==> src/rtl/reg_writeback_queue.sv <==
// reg_writeback_queue: buffers execute-stage results and retires them to the
// 8x16 register file one write per cycle. It also forwards the youngest pending
// value for operand reads that hit a result not yet written.
module reg_writeback_queue #(
  parameter int unsigned DATA_W = 16,
  parameter int unsigned ADDR_W = 3,
  parameter int unsigned DEPTH  = 4
) (
  input  logic              clk,
  input  logic              rst_n,
  input  logic              in_valid,
  output logic              in_ready,
  input  logic [ADDR_W-1:0] in_reg,
  input  logic [DATA_W-1:0] in_data,
  input  logic              wb_hold,
  output logic              wr_en,
  output logic [ADDR_W-1:0] wr_reg,
  output logic [DATA_W-1:0] wr_data,
  input  logic [ADDR_W-1:0] q_rega,
  input  logic [ADDR_W-1:0] q_regb,
  output logic              fwd_a_hit,
  output logic [DATA_W-1:0] fwd_a_data,
  output logic              fwd_b_hit,
  output logic [DATA_W-1:0] fwd_b_data,
  output logic [ADDR_W:0]   count
);

  localparam int unsigned PTR_W = $clog2(DEPTH);
  localparam int unsigned CNT_W = ADDR_W + 1;

  logic [ADDR_W-1:0] ent_reg   [DEPTH];
  logic [DATA_W-1:0] ent_data  [DEPTH];
  logic [DEPTH-1:0]  ent_valid;
  logic [PTR_W-1:0]  head_q, tail_q;
  logic [CNT_W-1:0]  count_q;

  logic push, pop, not_empty;

  assign not_empty = (count_q != '0);
  assign in_ready  = (count_q != CNT_W'(DEPTH));
  assign push      = in_valid && in_ready;
  assign wr_en     = not_empty && !wb_hold;
  assign pop       = wr_en;
  assign wr_reg    = not_empty ? ent_reg[head_q]  : '0;
  assign wr_data   = not_empty ? ent_data[head_q] : '0;
  assign count     = count_q;

  // Queue state: push at tail, pop at head on the regfile's capture edge.
  always_ff @(posedge clk or negedge rst_n) begin
    if (!rst_n) begin
      head_q    <= '0;
      tail_q    <= '0;
      count_q   <= '0;
      ent_valid <= '0;
      for (int unsigned i = 0; i < DEPTH; i++) begin
        ent_reg[i]  <= '0;
        ent_data[i] <= '0;
      end
    end else begin
      // Push and pop never target the same slot: a push is refused when full,
      // and an empty queue does not pop, so both valid-bit updates are safe.
      if (pop) begin
        ent_valid[head_q] <= 1'b0;
        head_q            <= head_q + PTR_W'(1);
      end
      if (push) begin
        ent_reg[tail_q]   <= in_reg;
        ent_data[tail_q]  <= in_data;
        ent_valid[tail_q] <= 1'b1;
        tail_q            <= tail_q + PTR_W'(1);
      end
      if (push && !pop)
        count_q <= count_q + CNT_W'(1);
      else if (pop && !push)
        count_q <= count_q - CNT_W'(1);
    end
  end

  logic [PTR_W-1:0] scan_idx;

  // Forwarding: walk oldest to youngest so the last match (youngest) wins.
  always_comb begin
    fwd_a_hit  = 1'b0;
    fwd_a_data = '0;
    fwd_b_hit  = 1'b0;
    fwd_b_data = '0;
    scan_idx   = head_q;
    for (int unsigned i = 0; i < DEPTH; i++) begin
      scan_idx = head_q + PTR_W'(i);
      if (ent_valid[scan_idx] && ent_reg[scan_idx] == q_rega) begin
        fwd_a_hit  = 1'b1;
        fwd_a_data = ent_data[scan_idx];
      end
      if (ent_valid[scan_idx] && ent_reg[scan_idx] == q_regb) begin
        fwd_b_hit  = 1'b1;
        fwd_b_data = ent_data[scan_idx];
      end
    end
  end

endmodule

==> config.mk <==
export PLATFORM = sky130hd
export DESIGN_NAME = reg_writeback_queue
export DESIGN_NICKNAME = d
export VERILOG_FILES = /design/src/rtl/reg_writeback_queue.sv
export SDC_FILE = /design/constraint.sdc
export NUM_CORES = 1
export LEC_CHECK = 0
export ABC_CLOCK_PERIOD_IN_PS = 10350
export CORE_ASPECT_RATIO = 0.7
export CORE_MARGIN = 10
export CORE_UTILIZATION = 45
export DETAILED_ROUTE_END_ITERATION = 10
export PLACE_DENSITY = 0.67
export SLEW_MARGIN = 10
export SYNTH_ARGS = -nofsm -noshare
export SYNTH_HDL_FRONTEND = slang
export SYNTH_SLANG_ARGS = --single-unit
==> constraint.sdc <==
create_clock -name clk -period 10.35 [get_ports clk]
set_input_delay 2.5875 -clock clk [delete_from_list [all_inputs] [get_ports clk]]
set_output_delay 2.5875 -clock clk [all_outputs]
set_load 0.02 [all_outputs]
# --- After elaboration in Yosys (flattened, before gate mapping) ---
# Cells that the tools add are included.
word_totals:
  reg_bits: 88
  latchBits: 0
  mem_bits_rw: 0
  rom_bits: 0
  inputBits: 29
  output_inout_bits: 59
  wordCells: 132
  memories: 0
op_classes:
  addsub: 6
  multipliers: 0
  div: 0
  n_lt_le_gt_ge: 13
  eq_ne: 9
  n_shift: 0
  muxes: 64
  bitwise: 8
  n_reduce_logical: 20
ops:
  columns: ["operator", "n"]
  rows:
  - ["$mux 16", 18]
  - ["$bmux 16 s2", 4]
  - ["$bwmux 64", 1]
  - ["$demux 16 s2", 1]
  - ["$mux 3", 10]
  - ["$bmux 3 s2", 4]
  - ["$eq 3x3->1", 8]
  - ["$mux 4", 4]
  - ["$ge 3x3->1 const B", 5]
  - ["$logic_and 1x1->1", 15]
  - ["$lt 2x3->1 const B", 5]
  - ["$not 2->3", 5]
  - ["$mux 1", 14]
  - ["$bwmux 12", 1]
  - ["$bmux 1 s2", 4]
  - ["$demux 3 s2", 1]
  - ["$add 2x1->2 const B", 2]
  - ["$add 2x2->2 const B", 2]
  - ["$add 4x1->4 const B", 1]
  - ["$and 4x4->4", 1]
  - ["$demux 1 s2", 2]
  - ["$ge 2x1->1 const B", 2]
  - ["$ne 4x3->1 const B", 1]
  - ["$not 4->4", 1]
  - ["other kinds (6)", 8]

# --- Logic depth before layout (Yosys ltp) ---
# Gate-level depths: netlist of the first run.
logic_depth:
  word_depth: 10
  mapped_depth: 16
  mapped_depth_nobuf: 11

# --- Least setup slack after synthesis of the first run ---
# No wires, ideal clock.
synth_timing:
  path_kind: "register to output"
  from: "register head_q[0]"
  to: "output fwd_a_data[10]"
  arrival_time_ns: 4.130
  required_ns: 7.763
  slack_ns: 3.633
  stages_incl_launch_ff: 16
  n_path_buf: 8
  path_cell_list: "dfrtp_1 -> buf_4 -> buf_6 -> buf_2 -> buf_4 -> buf_2 -> inv_1 -> ha_1 -> buf_6 -> mux4_2 -> xor2_1 -> or4b_1 -> buf_2 -> buf_6 -> a311oi_2 -> o31ai_1"
synth_between:
  elab_cells_between_ends: 51
  classes_between: "add/sub: 3; eq/ne: 4; mux: 36; bitwise: 4; reduce/logical: 4"
synth_rtl:
  columns: ["item", "line", "rtl"]
  rows:
  - ["start, declared", "34", "logic [PTR_W-1:0] head_q, tail_q;"]
  - ["start signal, assigned", "64", "head_q <= head_q + PTR_W'(1);"]
  - ["$add 2x2->2 *", "89", "scan_idx = head_q + PTR_W'(i);"]
  - ["net scan_idx[0]", "79", "logic [PTR_W-1:0] scan_idx;"]
  - ["$not 2->3 (implied by the code)", "90, 92", null]
  - ["$bmux 3 s2", "90", "if (ent_valid[scan_idx] && ent_reg[scan_idx] == q_rega) begin"]
  - ["$mux 3 (implied by the code) (2 in a row)", "90", null]
  - ["$eq 3x3->1", "90", null]
  - ["$logic_and 1x1->1", "90", null]
  - ["$mux 16 *", "90", null]
  - ["end, declared", "22", "output logic [DATA_W-1:0] fwd_a_data,"]
# The timed path passes the listed nets; every way through them passes the cells marked *. The select of a mux whose other input is x is not followed.

# --- Final worst setup path of the first run ---
layout_timing:
  from: "input q_rega[2]"
  to: "output fwd_a_data[14]"
layout_between:
  elab_chain_len: 6
  elab_cells_between_ends: 12
  classes_between: "eq/ne: 4; mux: 4; reduce/logical: 4"
layout_rtl:
  columns: ["item", "line", "rtl"]
  rows:
  - ["start, declared", "19", "input logic [ADDR_W-1:0] q_rega,"]
  - ["$eq 3x3->1", "90", null]
  - ["$logic_and 1x1->1", "90", null]
  - ["$mux 16 (3 in a row)", "90", null]
  - ["$mux 16 *", "90", null]
# Mark *: on every way between the ends. The rest lies on a longest branch, timed or not.

==> impl_metrics.ini, run 1 <==
[synthesis]
syn_area_sq_mm = 0.00719
synthCells = 627
synth_compound_area_share_pct = 7.10
synth_seq_area_share_pct = 30.6
synthAdderAreaFrac_pct = 2.19
synth_seq_cells = 88
ys_top_cells_by_area = dfrtp_1 31%, mux4_2 25%, mux2_2 12%
yosys_warnings = 0
muxShareOfSynthArea_pct = 39.4
synth_fp_nets = 668
synth_top_area_share_pct = 30.6
ys_types = 37
synthSimpleGateAreaFrac_pct = 12.6
synth_top_area_cell = dfrtp_1
avgSynthCellArea_sq_um = 11.5
synthXorXnorAreaFrac_pct = 3.76
synth_top_family_by_area = multiplexers

[hold_path]
hold-path-cell-count = 1
worstHoldStart = count[3]
holdCritPathClass = reg2reg
min_to = count[3]

[detailed_routing]
wire_per_inst_um = 24.7
first_iter_violations = 632
ant_nets = 0
top_layer = met5
wl_um = 21900
drc = 0
num_vias = 5832
first_pass_iters = 5
wl_met3_um = 2230
dr_wl_met2_um = 10500
via_per_inst = 6.56
met1_length_um = 8690

[cts]
insertion_delay_ns = 0.36
postCtsHoldBufs = 0
cts.sinks = 88
cts_buffers = 9
cts_buffer_depth = 2
cts_resized = 0
clk_pin_slew_ns = 0.07
cts_tree = built
cts_max_level = 3
postCtsSetupBuffers = 0
cts-root-buf = clkbuf_16

[place]
dp_cells = 873
place_area_sq_mm = 0.00820
gp_congestion = 0.870
io_buffer_count = 87
hpwl_um = 14500
post-place-ws_ns = 1.63

[grt]
antenna_found_initial = 1
grt_pass1_wl_um = 34500
grt_pass1_vias = 6059
grt_max_degree = 47
overflow = 0
grt_use_total_pct = 20.3

[worst_setup_path]
crit_chain = clkdlybuf4s50_1 -> xor2_2 -> or4b_1 -> a311oi_1 -> o31ai_1 -> clkdlybuf4s50_1
arrival_ns = 6.21
rr_startpoint = count[0]
critPathCaptureType = primary output
path_class = in2out
r2r_end = count[3]
startpoint_type = input pin
reg2reg_depth = 12
slowest_stage = or4b_1
cp_common_cell = clkdlybuf4s50_1
crit_required_ns = 7.76
cp_max_fo = 17
slowest_delay_ns = 0.90
rrSetupSlack_ns = 7.35

[floorplanning]
die_x_um = 171
die_area_sq_mm = 0.0215
initial_core_util_pct = 46.1
die_y_um = 126
coreArea_sq_mm = 0.0156
rows = 38
io_pins = 88

[layout]
final_nets = 725
area_growth_syn_to_layout_pct = 18.4
postLayoutCellArea_sq_mm = 0.00851
largest_register_ffs = 64
drive_above_1_share_pct = 30.2
diodes = 0
instances_no_fill = 889

[timing]
period_minus_slack_ns = 8.79
finalMaxSlewViolations = 0
hold_viol = 0
finalSetupViolCount = 0
setup_slack_ns = 1.56
max_freq_mhz = 114
fin_worst_skew_ns = 0.00577
rsz0062_at_grt = no
finalCritPeriodShare_pct = 85.0
relSlewSlack_pct = 23.0
setup_tns_ns = 0
worst_pin_slew_ns = 1.15

[outcome]
status = finished clean

[run]
cap_viol_max_count = 0
==> cell usage after synthesis (all sizes together) <==
library cell and n:
and2 2, o31ai 16, or4b 2, xor2 10
o22ai 4, a221oi 12, nor2 65, nor2b 17
o21ai 3, nand3 2, a21oi 1, a21o 1
dfrtp 88, nand2 69, buf 26, inv 13
mux4 80, mux2 77, o21a 4, a31oi 1
nor3 1, xnor2 20, ha 11, nand4 4
and4 2, nor4 33, fa 1, a311oi 16
mux2i 16, clkbuf 30
==> cells in the final DEF (no fill, tap or decap), drive strengths merged, types with 3 or more instances in the layout <==
cell and count:
nor2b 17, clkbuf 9, mux2 77, xnor2 20, nand4 4, ha 11
buf 16, o21a 4, a311oi 16, o22ai 4, a221oi 12, o21ai 3
nand2 69, xor2 10, nor2 65, mux2i 16, inv 18, dfrtp 88
clkdlybuf4s50 86, o31ai 16, mux4 80, nor4 33
==> metrics by stage <==
step	utilization [%]	hold slack, ns
floorplan	-	0.487
global placement	52.6	0.518
detailed placement	52.6	0.530
CTS	54.6	0.538
global route	54.6	0.558
finish	54.6	0.540
==> worst max-delay path: cells and delay by family <==
family	cells	cell delay, ns
AO/OA/AOI/OAI	2	0.58
AND/OR/NAND/NOR	1	0.90
XOR/XNOR	1	0.78
buffers and inverters	2	1.34
==> layer usage <==
metal  vias to the layer above  GRT usage, %
met2                       297          32.2
met3                        43          7.02
li1                       2516             -
met5                         -             0
met4                         2          7.19
met1                      2974          25.3
==> layout make-up <==
| type | count | area (sq um) |
|---|---|---|
| fill | 1307 | 7090 |
| multi-input combinational | 470 | 4710 |
| sequential | 88 | 2210 |
| timing repair buffer | 102 | 981 |
| tap | 200 | 250 |
| clock buffer | 9 | 225 |
| clock inverter | 7 | 83.8 |
| inverter | 13 | 48.8 |
==> cells by family after synthesis <==
family,Yosys count
xor gates and xnor gates,30
DFF,88
and+or+nand+nor,197
muxes,173
AOI/OAI and AO/OA,58
adders and majority gates,12
buffers and inverters,69
==> worst max path at each step <==
stage | slack [ns] | to | depth (start not counted) | from
2_1_floorplan | 3.63 | fwd_a_data[10] | 15 | head_q[0]
3_3_place_gp | 1.70 | fwd_a_data[14] | 6 | q_rega[2]
3_5_place_dp | 1.63 | fwd_a_data[14] | 6 | q_rega[2]
4_1_cts | 1.63 | fwd_a_data[14] | 6 | q_rega[2]
5_1_grt | 1.52 | fwd_a_data[0] | 6 | q_rega[2]
6_report | 1.56 | fwd_a_data[14] | 6 | q_rega[2]
Power of run 1 is not shown: default switching activity piles up to over one toggle a cycle in this logic, so the estimate is an artifact.
==> run 2: changes to the inputs <==
Settings changed: ABC_CLOCK_PERIOD_IN_PS 10350 to 8400.
Clock period 10.35 ns to 8.4 ns, I/O delays scaled along.
==> run 2 against run 1 <==
Sequential share of layout area about the same. Register-to-register slack got worse by 1.9 ns. Setup slack got worse by 0.40 ns. Utilization fell by 0.072 points. First-iteration DRC count unchanged. Count of clock-buffer cells in the layout increased by 1. Wire length shrank 4.8%. Clock skew down 0.0012 ns.
==> impl_metrics.ini, run 2 (synthesized netlist as in run 1, its figures left out) <==
[detailed_routing]
wl_um = 20900
first_iter_violations = 632
num_vias = 5804
wire_per_inst_um = 23.5
ant_nets = 0
drc = 0
first_pass_iters = 5
via_per_inst = 6.53

[timing]
period_minus_slack_ns = 7.24
setup_tns_ns = 0
relSlewSlack_pct = 19.2
finalMaxSlewViolations = 0
finalCritPeriodShare_pct = 86.2
max_freq_mhz = 138
rsz0062_at_grt = no
hold_viol = 0
finalSetupViolCount = 0
worst_pin_slew_ns = 1.21
fin_worst_skew_ns = 0.00461
hold_ws_ns = 0.546

[worst_setup_path]
startpoint_type = input pin
slowest_stage = or4b_1
path_class = in2out
cp_max_fo = 17
crit_chain = clkdlybuf4s50_1 -> xor2_1 -> buf_4 -> or4b_1 -> buf_4 -> a311oi_1 -> o31ai_1 -> clkdlybuf4s50_1
critPathCaptureType = primary output
slowest_delay_ns = 0.77
arrival_ns = 5.14
crit_required_ns = 6.30

[place]
gp_congestion = 0.863
io_buffer_count = 87
hpwl_um = 14300

[cts]
cts_buffers = 9
postCtsHoldBufs = 0
cts.sinks = 88
cts-root-buf = clkbuf_16
cts_resized = 0
postCtsSetupBuffers = 0
clk_pin_slew_ns = 0.06
insertion_delay_ns = 0.35
cts_tree = built
cts_buffer_depth = 2
cts_max_level = 3

[hold_path]
holdCritPathClass = reg2reg

[grt]
grt_max_degree = 59
antenna_found_initial = 0
overflow = 0
grt_pass1_vias = 5894
grt_use_total_pct = 19.5
grt_pass1_wl_um = 33300

[layout]
nFillCells = 1323
final_nets = 725
multi_input_area_sq_mm = 0.00471
largest_register_ffs = 64
diodes = 0
seq_area_sq_mm = 0.00221
area_growth_syn_to_layout_pct = 18.2
drive_above_1_share_pct = 30.0
final_common_cell = dfrtp_1
layout_common_cells = 87 x dfrtp_1, 86 x clkdlybuf4s50_1, 80 x mux4_2

[floorplanning]
coreArea_sq_mm = 0.0156
die_x_um = 171
die_area_sq_mm = 0.0215
io_pins = 88
initial_core_util_pct = 46.1
rows = 38
die_y_um = 126

[outcome]
status = finished clean

[run]
cap_viol_max_count = 0
[run 2: worst paths after layout]
check	startpoint	depth (start not counted)	endpoint	slack [ns]
worst max-delay path	q_rega[1]	8	fwd_a_data[3]	1.16
min in group asynchronous	rst_n	1	tail_q[1]	1.68
worst max register to register	count[1]	12	count[3]	5.47
worst min register to register	ent_valid[0]	2	ent_valid[0]	0.55
worst min-delay path	ent_valid[0]	2	ent_valid[0]	0.55
max in group asynchronous	rst_n	2	head_q[0]	5.58
[run 2: final cells by class]
cell class / instances / share of cell area, %
clock inverter: 6 / 0.780
multi-input combinational: 470 / 55.4
timing repair buffer: 102 / 11.5
sequential: 88 / 26.0
clock buffer: 10 / 2.81
inverter: 13 / 0.574
tap: 200 / 2.94
[run 2: critical path: cells and delay by family]
family          cells  cell delay, ns
buf+inv             4            1.63
xor+xnor            1            0.21
compound gates      2            0.42
simple gates        1            0.77
[run 2: stage by stage]
stage / instance area (sq um) / instances / utilization (%) / worst slack (ns)
finish: 8500 / 889 / 54.5 / 1.16
global route: 8500 / 889 / 54.5 / 0.987
CTS: 8500 / 889 / 54.5 / 1.17
detailed placement: 8190 / 873 / 52.5 / 1.18
global placement: 8190 / 873 / 52.5 / 1.23
floorplan: 7190 / 627 / - / 2.17
[run 2: per-layer routing]
layer  global-route usage, %  part of all wire [%]  vias up
li1                        -                     -     2519
met1                    25.6                    42     2949
met2                    30.3                    47      288
met3                    4.96                   8.6       48
met4                    7.60                   2.6        0
met5                       0                     0        -
Power of run 2 is left out for the same reason.
==> run 3: changes to the inputs <==
Settings changed: CORE_MARGIN 10 to unset.
==> run 3 against run 2 <==
Register-to-register slack got worse by 0.02 ns. Non-clock buffer count rose by 4. Setup slack worse by 0.085 ns. Fmax down 1.2%. Global-route usage rose by 6.3 points. Die area shrank 23%. Sequential cell count unchanged. First-iteration DRC count decreased by 22%. Hold slack about the same. Design area grew 0.43%. Count of clock-buffer cells in the layout unchanged.
==> impl_metrics.ini, run 3 (synthesized netlist as in run 1, its figures left out) <==
[floorplanning]
die_area_sq_mm = 0.0165
io_pins = 88
die_x_um = 153
coreArea_sq_mm = 0.0155
die_y_um = 108
rows = 38
initial_core_util_pct = 46.2

[hold_path]
holdCritPathClass = reg2reg

[place]
hpwl_um = 13800
io_buffer_count = 87
gp_congestion = 0.896

[layout]
area_growth_syn_to_layout_pct = 18.7
drive_above_1_share_pct = 30.4
final_nets = 729
seq_area_sq_mm = 0.00221
multi_input_area_sq_mm = 0.00471
diodes = 0
largest_register_ffs = 64
layout_common_cells = 87 x dfrtp_1, 86 x clkdlybuf4s50_1, 80 x mux4_2
final_common_cell = dfrtp_1
nFillCells = 1313

[cts]
clk_pin_slew_ns = 0.07
cts-root-buf = clkbuf_16
cts.sinks = 88
postCtsSetupBuffers = 0
cts_resized = 0
postCtsHoldBufs = 0
cts_tree = built
insertion_delay_ns = 0.35
cts_max_level = 3
cts_buffers = 9
cts_buffer_depth = 2

[timing]
period_minus_slack_ns = 7.33
setup_tns_ns = 0
max_freq_mhz = 136
finalSetupViolCount = 0
hold_viol = 0
finalMaxSlewViolations = 0
finalCritPeriodShare_pct = 87.3
rsz0062_at_grt = no
relSlewSlack_pct = 28.8
worst_pin_slew_ns = 1.07
fin_worst_skew_ns = 0.00497

[worst_setup_path]
cp_max_fo = 30
rrSetupSlack_ns = 5.45
r2r_end = count[3]
critPathCaptureType = primary output
startpoint_type = flip-flop
arrival_ns = 5.23
rr_startpoint = count[0]
crit_required_ns = 6.30
cp-startpoint = head_q[0]
reg2reg_depth = 12
critPathCapture = fwd_b_data[8]
path_class = reg2out

[detailed_routing]
first_iter_violations = 491
drc = 0
ant_nets = 0
wl_um = 20500
wire_per_inst_um = 23.0
first_pass_iters = 4
via_per_inst = 6.54
num_vias = 5843

[run]
cap_viol_max_count = 0

[outcome]
status = finished clean

[grt]
antenna_found_initial = 0
grt_pass1_vias = 5953
overflow = 0
grt_pass1_wl_um = 32500
grt_max_degree = 82
grt_use_total_pct = 25.8
## run 3: cell types whose count changed in the layout (fill, tap and decap cells not counted)
cell | previous run | this run
clkinv_4 | 2 | 0
buf_4 | 16 | 20
inv_6 | 1 | 4
clkinv_2 | 2 | 0
clkinvlp_4 | 0 | 1
## run 3: per-layer routing
layer | share of wire (%) | GRT usage [%] | up-vias
li1 | - | - | 2535
met1 | 44 | 35.7 | 3028
met2 | 47 | 41.4 | 253
met3 | 6.5 | 5.23 | 27
met4 | 1.6 | 7.07 | 0
met5 | 0 | 0 | -
## run 3: critical path, cell delays in order, from the launching register on
cell	delay (ns)
dfrtp_4	0.76
inv_1	0.19
ha_2	0.68
buf_4	0.50
mux4_2	0.78
nand4_1	0.44
buf_4	0.34
mux2i_1	0.12
a221oi_1	0.35
clkdlybuf4s50_1	0.67
## run 3: worst min path at each step
stage,cells past startpoint,end,start
floorplan,2,ent_valid[0],ent_valid[0]
global placement,2,ent_valid[1],ent_valid[1]
detailed placement,2,ent_valid[1],ent_valid[1]
CTS,2,ent_valid[1],ent_valid[1]
global route,1,count[3],count[3]
finish,1,count[3],count[3]
## run 3: final cells by class
class	count	area share, %
clock buffers	10	2.80
clock inverters	6	0.850
inverters	13	0.572
multi-input cells	470	55.2
flip-flops and latches	88	25.8
well taps	200	2.93
repair buffers	106	11.8
## run 3: stage by stage
step	hold slack [ns]	instances	instance area, sq um	worst slack, ns	utilization [%]
after floorplan	0.487	627	7190	2.17	-
after global placement	0.514	877	8220	1.29	52.9
after detailed placement	0.533	877	8220	1.22	52.9
after CTS	0.549	893	8530	1.08	54.9
after global routing	0.556	893	8530	0.783	54.9
final	0.546	893	8530	1.07	54.9
Power of run 3 is left out for the same reason.
